[config.mk]
export PLATFORM = sky130hd
export DESIGN_NAME = demux1_l1_rx
export DESIGN_NICKNAME = d
export VERILOG_FILES = /design/src/rtl/demux1_l1_rx.sv
export SDC_FILE = /design/constraint.sdc
export NUM_CORES = 1
export LEC_CHECK = 0
export CAP_MARGIN = 20
export CORE_UTILIZATION = 55
export DETAILED_ROUTE_END_ITERATION = 8
export DONT_BUFFER_PORTS = 1
export PLACE_DENSITY = 0.79
export SYNTH_ARGS = -nofsm -noshare
export SYNTH_HDL_FRONTEND = slang
export SYNTH_SLANG_ARGS = --single-unit
[constraint.sdc]
create_clock -name clk_2f -period 1.8 [get_ports clk_2f]
set_clock_uncertainty 0.05 [all_clocks]
set_input_delay 0.18 -clock clk_2f [delete_from_list [all_inputs] [get_ports clk_2f]]
set_output_delay 0.18 -clock clk_2f [all_outputs]
set_load 0.02 [all_outputs]
[src/rtl/demux1_l1_rx.sv]
// RX-side 1:2 lane demultiplexer: splits a byte-interleaved clk_2f stream into
// an aligned lane 0 / lane 1 pair, recovering lane phase from valid_in.
module demux1_l1_rx #(
  parameter int unsigned IDLE_PAIRS = 4,
  parameter int unsigned DATA_W     = 8
) (
  input  logic              clk_2f,
  input  logic              reset_L,
  input  logic [DATA_W-1:0] data_in,
  input  logic              valid_in,
  output logic [DATA_W-1:0] data_0,
  output logic [DATA_W-1:0] data_1,
  output logic              valid_0,
  output logic              valid_1,
  output logic              pair_strobe,
  output logic              aligned
);

  localparam int unsigned CNT_W = $clog2(IDLE_PAIRS + 1);

  typedef enum logic [1:0] {
    IDLE  = 2'd0,
    LANE1 = 2'd1,
    LANE0 = 2'd2
  } state_e;

  state_e              state_q, state_d;
  logic [CNT_W-1:0]    idle_cnt_q, idle_cnt_d;
  logic [CNT_W-1:0]    idle_cnt_inc;
  logic [DATA_W-1:0]   hold0_q, hold0_d;
  logic                hv0_q, hv0_d;
  logic [DATA_W-1:0]   data_0_q, data_0_d;
  logic [DATA_W-1:0]   data_1_q, data_1_d;
  logic                valid_0_q, valid_0_d;
  logic                valid_1_q, valid_1_d;
  logic                pair_strobe_q, pair_strobe_d;
  logic                aligned_q, aligned_d;

  // Saturating increment of the all-invalid pair counter
  assign idle_cnt_inc = (idle_cnt_q == CNT_W'(IDLE_PAIRS)) ? idle_cnt_q
                                                           : idle_cnt_q + CNT_W'(1);

  always_comb begin
    state_d       = state_q;
    idle_cnt_d    = idle_cnt_q;
    hold0_d       = hold0_q;
    hv0_d         = hv0_q;
    data_0_d      = data_0_q;
    data_1_d      = data_1_q;
    valid_0_d     = valid_0_q;
    valid_1_d     = valid_1_q;
    pair_strobe_d = 1'b0;

    case (state_q)
      IDLE: begin
        if (valid_in) begin
          hold0_d = data_in;
          hv0_d   = 1'b1;
          state_d = LANE1;
        end
      end
      LANE1: begin
        data_0_d      = hv0_q ? hold0_q : DATA_W'(0);
        valid_0_d     = hv0_q;
        data_1_d      = valid_in ? data_in : DATA_W'(0);
        valid_1_d     = valid_in;
        pair_strobe_d = 1'b1;
        state_d       = LANE0;
        // A run of IDLE_PAIRS all-invalid pairs drops the lane lock
        if (!hv0_q && !valid_in) begin
          idle_cnt_d = idle_cnt_inc;
          if (idle_cnt_inc == CNT_W'(IDLE_PAIRS)) begin
            state_d    = IDLE;
            idle_cnt_d = '0;
          end
        end else begin
          idle_cnt_d = '0;
        end
      end
      LANE0: begin
        hold0_d = data_in;
        hv0_d   = valid_in;
        state_d = LANE1;
      end
      default: begin
        state_d = IDLE;
      end
    endcase

    aligned_d = (state_d != IDLE);
  end

  always_ff @(posedge clk_2f or negedge reset_L) begin
    if (!reset_L) begin
      state_q       <= IDLE;
      idle_cnt_q    <= '0;
      hold0_q       <= '0;
      hv0_q         <= 1'b0;
      data_0_q      <= '0;
      data_1_q      <= '0;
      valid_0_q     <= 1'b0;
      valid_1_q     <= 1'b0;
      pair_strobe_q <= 1'b0;
      aligned_q     <= 1'b0;
    end else begin
      state_q       <= state_d;
      idle_cnt_q    <= idle_cnt_d;
      hold0_q       <= hold0_d;
      hv0_q         <= hv0_d;
      data_0_q      <= data_0_d;
      data_1_q      <= data_1_d;
      valid_0_q     <= valid_0_d;
      valid_1_q     <= valid_1_d;
      pair_strobe_q <= pair_strobe_d;
      aligned_q     <= aligned_d;
    end
  end

  assign data_0      = data_0_q;
  assign data_1      = data_1_q;
  assign valid_0     = valid_0_q;
  assign valid_1     = valid_1_q;
  assign pair_strobe = pair_strobe_q;
  assign aligned     = aligned_q;

endmodule

==> out/qor.txt <==
PwrDens - 1788 nW/um2
Met3 WL post-DR - 210 um
Fraction of layout cells with a size suffix above 1 - 11.32%
Num rows - 17
Max Clk Rate - 0.6832 GHz
Synth Register Bits - 34
Clock Root Buffer - clkbuf_4
Largest family of logic cells by synthesized area - simple AND/OR/NAND/NOR gates
Initial Utilization - 60.84%
Leak Pwr - 0.8101 nW
Synth warnings - 0
Int Power - 1.555 mW
Final Util - 68.41%
Tot Pwr - 2.811 mW
Max_slew headroom - 71.80%
Clock power share - 15.3%
Synth-to-Final Area Change - 12.44%
Die boundary height - 52.41 um
Max Cap Viol - 0
Sink Count - 34
Initial antenna violation count - 0
Post-Route Setup TNS - 0 ps
Fin. Hold Viols - 0
Net count, final - 171
Top post-synthesis cells by area - dfrtp_1 61%, nand2_1 16%, nand3_1 6.4%, o21ai_1 2.1%, ha_1 1.8%
DRT iter0 DRCs - 18
Final wirelength - 2.808 mm
Worst Hold Class - input port to flip-flop
RSZ-0062 raised after global routing - no
Worst skew pair latency - 330 ps
I/O Buffers - 0
# IOs - 31
CP Capture Type - flip-flop
H-tree levels - 2
Yosys cell types - 21
Die area - 2747 um2
HP Start - valid_in
Die Wd - 52.41 um
Data arrival, critical path - 1620 ps
Synth cell count leaders - 61 x nand2_1, 34 x dfrtp_1, 18 x nand3_1
Tmin final - 1464 ps
Simple-gate share of the synthesized area - 26.32%
Most used flip-flop cell after synthesis - dfrtp_1
Switching power - 1.256 mW
Seq/Total Area, Yosys - 60.88%
Longest Clk Path Bufs - 2
Status - finished clean
Routed wl met2 - 1.392 mm
Post-synth top area cell - dfrtp_1
Slew Limit Fails - 0
Worst flop-to-flop path endpoint - state_q[1]
Comb pwr share - 27.8%
Mapped cell area - 1398 um2
Cts bufs inserted - 5
Multiplexer share of the synthesized area - 0%
Worst Max-Slew Pin Slew - 421.6 ps
Sw Ratio - 44.68%
Sequential power share - 56.8%
First-pass GRT wire length - 4.471 mm
Synth Area in Compound Gates - 5.282%
DR WL/cell - 15.02 um
CORE AREA - 2297 um2
DR DRC count - 0
Vias/cell - 5.578
Total track usage - 23.92%
Tcrit/Tclk final - 81.32%
CTS clk-pin slew, worst paths - 100 ps
Detail Placement HPWL - 1.842 mm
Met1 wire length - 1.172 mm
Synth Instances - 146
Reg2Reg Depth - 6
GPL Wtd Cong - 0.7826
Async SR Flop Fraction - 100.0%
# setup viols final - 0
Worst Path Required - 1960 ps
Largest net degree at the start of global routing - 35
Synth Net Count - 159
Mean Syn Cell Area - 9.573 um2
Setup ws final - 336.2 ps
Most numerous cell in the Yosys netlist - nand2_1
Via Count - 1043
CP startpoint kind - flip-flop
Post-synth EDFFs - 0
Top-area cell type share of the netlist area - 60.88%
Post-synthesis adder-cell area fraction - 1.791%
Fill count - 190
Setup CP Type - flip-flop to flip-flop
CTS tree - yes
Grt ovf - 0
CP Max Fanout - 4
Hold endpoint - aligned
Xor and xnor area share after synthesis - 1.164%
Reg2reg start - idle_cnt_q[0]
DR pass1 iterations - 4
Setup WS pre-CTS - 377.7 ps
Top layer in use - met4
Worst IR Drop VDD - 0.001051 V
Vias in the first global route - 1009
Worst Hold Path Cells - 2
Post-CTS Resized - 0
Final ANT Viol Nets - 0
# diodes - 0
FF-to-FF setup slack - 340 ps
-- layout by cell type (no fill, tap or decap), drive strengths merged, types with 2 or more instances in the layout --
cell	netlist	final
clkbuf	0	7
o21ai	7	7
ha	2	2
nor2	3	3
dfrtp	34	34
nand2	63	63
nor3	2	2
dlygate4sd3	0	10
nand3	18	18
inv	6	6
-- sequential cells by signal, summed over array words and instances, names as in the netlist --
signal	cells
state_q	2
data_1	8
idle_cnt_q	3
aligned	1
pair_strobe	1
hold0_q	8
data_0	8
valid_1	1
valid_0	1
hv0_q	1
-- layout make-up --
| class | instances | area (um2) | area share [%] |
|---|---|---|---|
| Multi-Input combinational cell | 100 | 483.0 | 30.73 |
| Tap cell | 28 | 35.03 | 2.229 |
| Sequential cell | 34 | 850.8 | 54.14 |
| Inverter | 6 | 22.52 | 1.433 |
| Clock buffer | 7 | 55.05 | 3.503 |
| Clock inverter | 1 | 5.005 | 0.3185 |
| Timing Repair Buffer | 11 | 120.1 | 7.643 |
-- worst max-delay path, stage by stage, from the launching register on --
cell and delay (ps):
dfrtp_1 430, inv_2 100, ha_1 180, nand2_2 90, xnor2_2 150, nor3_1 240
nor2_1 90
-- through the flow --
stage	hold slack [ps]	area [um2]	std cells
floorplan	-165.6	1398	146
global placement	-164.7	1391	168
detailed placement	-164.9	1391	168
CTS	26.97	1572	187
global route	40.21	1572	187
finish	38.91	1572	187
-- cell families after synthesis --
logic type,Yosys count
AO/OA/AOI/OAI,10
XOR/XNOR,1
adder cells (fa/ha/maj),2
buffers and inverters,12
flip-flops,34
AND/OR/NAND/NOR,87
-- what timing repair did --
| action | 4_1_cts | 5_1_grt |
|---|---|---|
| hold endpoints to repair | 54 | 0 |
| hold buffers | 11 | 0 |
| setup buffers | 0 | 0 |
-- power by group through the flow --
stage / Sequential (mW) / Clock, mW / Combinational, mW
floorplan: 1.53 / 0 / 0.691
finish: 1.60 / 0.431 / 0.783
CTS: 1.60 / 0.446 / 0.785
global route: 1.64 / 0.478 / 0.898
detailed placement: 1.61 / 0 / 0.743
global placement: 1.60 / 0 / 0.688
-- layer usage --
layer  track usage, %  vias to the layer above
li1                 -                      491
met1            27.62                      495
met2            38.61                       53
met3            8.116                        4
met4            13.16                        0
met5                0                        -
-- how the worst max path moves through the flow --
stage	end	slack (ps)	from	cells past startpoint
2_1_floorplan	aligned	490	idle_cnt_q[0]	6
3_3_place_gp	state_q[1]	440	idle_cnt_q[0]	6
5_1_grt	aligned	200	idle_cnt_q[0]	6
3_5_place_dp	aligned	380	idle_cnt_q[0]	6
4_1_cts	aligned	340	idle_cnt_q[0]	6
6_report	state_q[1]	340	idle_cnt_q[0]	6
No activity file was read; power rests on OpenSTA's default activity.
